--- config.mk ---
export PLATFORM = sky130hd
export DESIGN_NAME = multdiv_sequencer
export DESIGN_NICKNAME = d
export VERILOG_FILES = /design/src/rtl/multdiv_seq_pkg.sv /design/src/rtl/md_timeout_counter.sv /design/src/rtl/multdiv_sequencer.sv
export SDC_FILE = /design/constraint.sdc
export NUM_CORES = 1
export LEC_CHECK = 0
export ABC_AREA = 1
export CORE_MARGIN = 10
export CORE_UTILIZATION = 43
export CTS_CLUSTER_SIZE = 14
export DETAILED_ROUTE_END_ITERATION = 16
export GPL_ROUTABILITY_DRIVEN = 0
export GPL_TIMING_DRIVEN = 1
export PLACE_DENSITY = 0.89
export SETUP_SLACK_MARGIN = 0.5
export SLEW_MARGIN = 20
export SYNTH_ARGS = -nofsm -noshare
export SYNTH_HDL_FRONTEND = slang
export SYNTH_SLANG_ARGS = --single-unit
--- constraint.sdc ---
create_clock -name clock -period 4 [get_ports clock]
set_clock_uncertainty 0.15 [all_clocks]
set_input_delay 0.8 -clock clock [delete_from_list [all_inputs] [get_ports clock]]
set_output_delay 0.8 -clock clock [all_outputs]
set_load 0.02 [all_outputs]
--- src/rtl/multdiv_seq_pkg.sv ---
// Shared constants, state encoding and decode helper
// for the multiply/divide sequencer.
package multdiv_seq_pkg;

  localparam logic [4:0] OP_RTYPE = 5'b00000;
  localparam logic [4:0] ALU_MUL  = 5'b00110;
  localparam logic [4:0] ALU_DIV  = 5'b00111;

  localparam logic [4:0]  REG_RSTATUS = 5'd30;
  localparam logic [31:0] RSTATUS_MUL = 32'd4;
  localparam logic [31:0] RSTATUS_DIV = 32'd5;

  typedef enum logic [1:0] {
    S_IDLE  = 2'b00,
    S_ISSUE = 2'b01,
    S_WAIT  = 2'b10,
    S_WB    = 2'b11
  } state_e;

  typedef enum logic {
    KIND_MUL = 1'b0,
    KIND_DIV = 1'b1
  } kind_e;

  function automatic logic is_md_op(
    input logic [4:0] op,
    input logic [4:0] alu
  );
    return (op == OP_RTYPE) &&
           ((alu == ALU_MUL) || (alu == ALU_DIV));
  endfunction

endpackage

--- src/rtl/md_timeout_counter.sv ---
// Saturating WAIT-cycle counter for the multdiv watchdog.
// Ports: clk_i, rst_i (sync, high), clear_i, enable_i,
//   expired_o (count has reached TIMEOUT-1).
module md_timeout_counter #(
  parameter int unsigned TIMEOUT = 40
) (
  input  logic clk_i,
  input  logic rst_i,
  input  logic clear_i,
  input  logic enable_i,
  output logic expired_o
);

  localparam int unsigned W = $clog2(TIMEOUT) + 1;
  localparam logic [W-1:0] CMAX = {W{1'b1}};
  localparam logic [W-1:0] CEXP = W'(TIMEOUT - 1);

  logic [W-1:0] cnt_q, cnt_d;

  always_comb begin
    cnt_d = cnt_q;
    if (clear_i) begin
      cnt_d = '0;
    end else if (enable_i && (cnt_q != CMAX)) begin
      cnt_d = cnt_q + 1'b1;
    end
  end

  always_ff @(posedge clk_i) begin
    if (rst_i) begin
      cnt_q <= '0;
    end else begin
      cnt_q <= cnt_d;
    end
  end

  assign expired_o = (cnt_q == CEXP);

endmodule

--- src/rtl/multdiv_sequencer.sv ---
// Sequences R-type mul/div through the shared multdiv unit:
// stalls the pipe, pulses start, waits, then writes back.
// Ports: clock, reset (sync, high); insn_valid/opcode/aluop/rd
//   from decode; ctrl_mult/ctrl_div start pulses;
//   md_result/md_exception/md_ready from multdiv;
//   stall, busy; wb_en/wb_reg/wb_data register-file write.
// Build option: MULTDIV_TIMEOUT_EN adds a WAIT watchdog.
module multdiv_sequencer
  import multdiv_seq_pkg::*;
#(
  parameter int unsigned TIMEOUT = 40
) (
  input  logic        clock,
  input  logic        reset,
  input  logic        insn_valid,
  input  logic [4:0]  opcode,
  input  logic [4:0]  aluop,
  input  logic [4:0]  rd,
  output logic        ctrl_mult,
  output logic        ctrl_div,
  input  logic [31:0] md_result,
  input  logic        md_exception,
  input  logic        md_ready,
  output logic        stall,
  output logic        busy,
  output logic        wb_en,
  output logic [4:0]  wb_reg,
  output logic [31:0] wb_data
);

  state_e      state_q, state_d;
  kind_e       kind_q, kind_d;
  logic [4:0]  rd_q, rd_d;
  logic [31:0] res_q, res_d;
  logic        exc_q, exc_d;
  logic        is_md;
  logic        timeout;

  assign is_md = insn_valid & is_md_op(opcode, aluop);

`ifdef MULTDIV_TIMEOUT_EN
  md_timeout_counter #(
    .TIMEOUT (TIMEOUT)
  ) u_wd (
    .clk_i     (clock),
    .rst_i     (reset),
    .clear_i   (state_q == S_ISSUE),
    .enable_i  (state_q == S_WAIT),
    .expired_o (timeout)
  );
`else
  assign timeout = 1'b0;
`endif

  always_comb begin
    state_d = state_q;
    kind_d  = kind_q;
    rd_d    = rd_q;
    res_d   = res_q;
    exc_d   = exc_q;
    unique case (state_q)
      S_IDLE: begin
        if (is_md) begin
          rd_d    = rd;
          kind_d  = (aluop == ALU_DIV) ?
                    KIND_DIV : KIND_MUL;
          state_d = S_ISSUE;
        end
      end
      S_ISSUE: begin
        state_d = S_WAIT;
      end
      S_WAIT: begin
        // a real result beats the watchdog
        if (md_ready) begin
          res_d   = md_result;
          exc_d   = md_exception;
          state_d = S_WB;
        end else if (timeout) begin
          exc_d   = 1'b1;
          state_d = S_WB;
        end
      end
      S_WB: begin
        state_d = S_IDLE;
      end
      default: state_d = S_IDLE;
    endcase
  end

  always_ff @(posedge clock) begin
    if (reset) begin
      state_q <= S_IDLE;
      kind_q  <= KIND_MUL;
      rd_q    <= '0;
      res_q   <= '0;
      exc_q   <= 1'b0;
    end else begin
      state_q <= state_d;
      kind_q  <= kind_d;
      rd_q    <= rd_d;
      res_q   <= res_d;
      exc_q   <= exc_d;
    end
  end

  // reset gates the control outputs so they are
  // quiet even before the first edge settles state
  assign stall = ~reset &
                 (((state_q == S_IDLE) & is_md) |
                  (state_q == S_ISSUE) |
                  (state_q == S_WAIT));

  assign busy = ~reset & (state_q != S_IDLE);

  assign ctrl_mult = ~reset & (state_q == S_ISSUE) &
                     (kind_q == KIND_MUL);
  assign ctrl_div  = ~reset & (state_q == S_ISSUE) &
                     (kind_q == KIND_DIV);

  // x0 is never written; exceptions always land
  // in rstatus
  assign wb_en = ~reset & (state_q == S_WB) &
                 (exc_q | (rd_q != 5'd0));

  assign wb_reg  = exc_q ? REG_RSTATUS : rd_q;
  assign wb_data = exc_q ?
                   ((kind_q == KIND_DIV) ?
                    RSTATUS_DIV : RSTATUS_MUL) :
                   res_q;

endmodule

==> summary.md <==
| Metric | Value |
|---|---|
| Switching pwr | 0.0004651 W |
| Number of global-route vias before repair | 1932 |
| Yosys top cell by area | dfxtp_1 |
| Via Count | 1953 |
| GR Layer Usage met1 | 0.1516 |
| CTS tree | built |
| Initial antenna violation count | 0 |
| Fillers | 370 |
| Total power | 0.001358 W |
| Root Driver | clkbuf_8 |
| Unrepaired setup endpoints after global routing | no |
| WHS | 0.3032 ns |
| Die height | 86.07 um |
| Placed cell areas | 2806 um^2 |
| Synth Area in Adders | 0.02667 |
| Comb power frac | 0.393 |
| GRT Total Usage | 0.1467 |
| PwrDens | 467.0 nW/um^2 |
| Die area | 7407 um^2 |
| Grt met3 use | 0.08231 |
| Status | complete, no violations |
| CP Depth | 6 |
| Clock Sinks | 41 |
| Worst Tran Pin Value | 0.9580 ns |
| Ports | 94 |
| Drt pass-1 iters | 4 |
| Mapped cell area | 1877 um^2 |
| Reg-to-reg endpoint | res_q[0]$_SDFFE_PP0P_ |
| GR Util met2 | 0.2421 |
| Critical path class | in -> out |
| # setup viols final | 0 |
| Reg2reg start | state_q[0]$_SDFFE_PP0P_ |
| Crit path max-delay cell type | clkdlybuf4s50_1 |
| Leakage | 1.255 nW |
| Post-CTS Setup Inserts | 0 |
| Critical path arrival | 2.37 ns |
| DR vias/cell | 4.752 |
| Pin count of the biggest net entering global routing | 66 |
| Achievable Freq | 0.3011 GHz |
| WP buf/inv | 2 |
| Post-Syn Nets | 331 |
| Multi-input gate area | 785.8 um^2 |
| Slew HR | 0.3591 |
| Most common cell after layout, fill and taps aside | clkdlybuf4s50_1 |
| CP required | 3.05 ns |
| Initial DRC count | 68 |
| Internal | 0.0008933 W |
| Main combinational cell family by area after synthesis | simple AND/OR/NAND/NOR gates |
| Cell Chain, Critical Path | clkdlybuf4s50_1 > or2_0 > nor3_2 > nand3_2 > a21oi_1 > dlygate4sd2_1 |
| Worst ir drop on vdd | 0.0003390 V |
| Core area | 4115 um^2 |
| Period minus WS final | 3.321 ns |
| Clk pwr share | 0.237 |
| Slew Limit Fails | 0 |
| Startpoint Class | primary input |
| CP startpoint | opcode[1] |
| Post-synth top area share | 0.4373 |
| Syn avg cell area | 6.825 um^2 |
| Clk Latency, worst-skew pair | 0.29 ns |
| Synth Area in XOR/XNOR | 0 |
| CP endpoint | stall |
| Antenna fix cells | 0 |
| TritonCTS buffer count | 5 |
| Commonest non-fill, non-tap cells in the layout | 92 x clkdlybuf4s50_1, 52 x nor2_1, 51 x inv_1 |
| R2R setup slack | 1.97 ns |
| Post-Synthesis Cells | 275 |
| Worst path max stage delay | 0.41 ns |
| CP top delay family | buffers and inverters |
| Max_cap viols | 0 |
| Final TNS setup | 0 ns |
| DRT Wirelength | 5443 um |
| Post-synthesis compound-gate area fraction | 0.1907 |
| Post-synthesis sequential area ratio | 0.4373 |
| I/O Buffers | 93 |
| Initial Util | 0.4561 |
| WL/cell | 13.24 um |
| CP Capture Type | output pin |
| Post-DP HPWL | 4213 um |
| Antenna-violating nets left | 0 |
| Fin worst setup slack | 0.6787 ns |
| Simple-gate share of the synthesized area | 0.2000 |
| Die extent in x | 86.07 um |
| DRC Markers | 0 |
| Sw frac | 0.3424 |
| GR peak layer | met2 |
| Max H-tree Level | 2 |
| Synth cell types | 19 |
| Final Instance Area | 2909 um^2 |
| Number of synthesized register bits | 41 |
| Multiplexer share of the synthesized area | 0 |
| Global-route wire length before repair | 8935 um |
| Sequential share of power | 0.370 |
| GRT overflow | 0 |
| Synth-to-Final Area Change | 55.00% |
| # nets final | 417 |
| FF/Latch Area | 820.8 um^2 |
| R2r worst-path depth | 6 |
| Layout cell share with drive strength beyond 1 | 0.03601 |
| Final Cycle Share | 0.8303 |
| Final hold violation count | 0 |
| Setup slack at placement | 0.4066 ns |
| Hold Path Class | reg -> reg |
| Rows | 23 |
| Top post-synthesis cells by area | dfxtp_1 44%, nor2_1 10%, inv_1 10% |
| Clock Path Buffers | 2 |
| Yosys warnings | 0 |
| Max FO, Critical Path | 11 |
| CTS clk-pin slew, worst paths | 0.07 ns |
[cells by family (layout without fill, tap and decap cells)]
family / after synthesis / count (layout)
AO/OA/AOI/OAI: 71 / 71
adder cells (fa/ha/maj): 4 / 4
buffers and inverters: 67 / 153
AND/OR/NAND/NOR: 92 / 92
flip-flops: 41 / 41
[metal layers]
metal | up-vias | share of wire
met5 | - | 0
met3 | 11 | 0.10
met1 | 855 | 0.40
met2 | 68 | 0.47
li1 | 1019 | -
met4 | 0 | 0.023
[worst min path at each step]
stage                                 startpoint                endpoint  cells past startpoint
final                     res_q[29]$_SDFFE_PP0P_  res_q[29]$_SDFFE_PP0P_                      2
after floorplan            res_q[3]$_SDFFE_PP0P_   res_q[3]$_SDFFE_PP0P_                      2
after global placement    res_q[29]$_SDFFE_PP0P_  res_q[29]$_SDFFE_PP0P_                      2
after global routing      res_q[19]$_SDFFE_PP0P_  res_q[19]$_SDFFE_PP0P_                      2
after CTS                 res_q[29]$_SDFFE_PP0P_  res_q[29]$_SDFFE_PP0P_                      2
after detailed placement  res_q[29]$_SDFFE_PP0P_  res_q[29]$_SDFFE_PP0P_                      2
[cell usage after synthesis]
library cell	instances
a21oi_1	34
or2_2	1
clkbuf_8	1
dfxtp_1	41
nand3_1	2
clkbuf_1	13
nor3_1	4
o211ai_1	1
buf_6	1
buf_4	1
inv_1	51
nand4_1	2
or2_0	1
nand2_1	28
ha_1	4
nand3_2	1
o21ai_0	36
nor3_2	1
nor2_1	52
[power groups by stage]
| stage | logic (W) | registers (W) | clock network [W] |
|---|---|---|---|
| CTS | 0.000541 | 0.000504 | 0.000328 |
| global route | 0.000594 | 0.000509 | 0.000345 |
| floorplan | 0.000315 | 0.000499 | 0 |
| finish | 0.000534 | 0.000503 | 0.000321 |
| global placement | 0.000533 | 0.000510 | 0 |
| detailed placement | 0.000541 | 0.000513 | 0 |
[worst register-to-register path: cells and delay by family (launching register included)]
kind          cells  cell delay, ns
fa+ha+maj         1            0.25
buf+inv           2            0.26
flops             1            0.37
simple gates      3            0.90
[cell type report]
type                            instances  area share
Clock inverter                          2     0.01204
Tap cell                               50     0.02151
Clock buffer                            5     0.02366
Timing Repair Buffer                   95      0.3247
Sequential cell                        41      0.2822
Multi-Input combinational cell        167      0.2701
Inverter                               51     0.06581
[per-stage QoR]
stage,util,instances
floorplan,-,275
global placement,0.6820,404
detailed placement,0.6820,404
CTS,0.7069,411
global route,0.7069,411
finish,0.7069,411
[what timing repair did]
action,CTS,global route
setup endpoints to repair,1,0
hold buffers,0,0
resized for setup,1,0
[sequential cells by signal (all words and copies together) (netlist names)]
name / flops
rd_q: 5
state_q: 2
res_q: 32
kind_q: 1
exc_q: 1
Power figures use the tool's default switching activity.
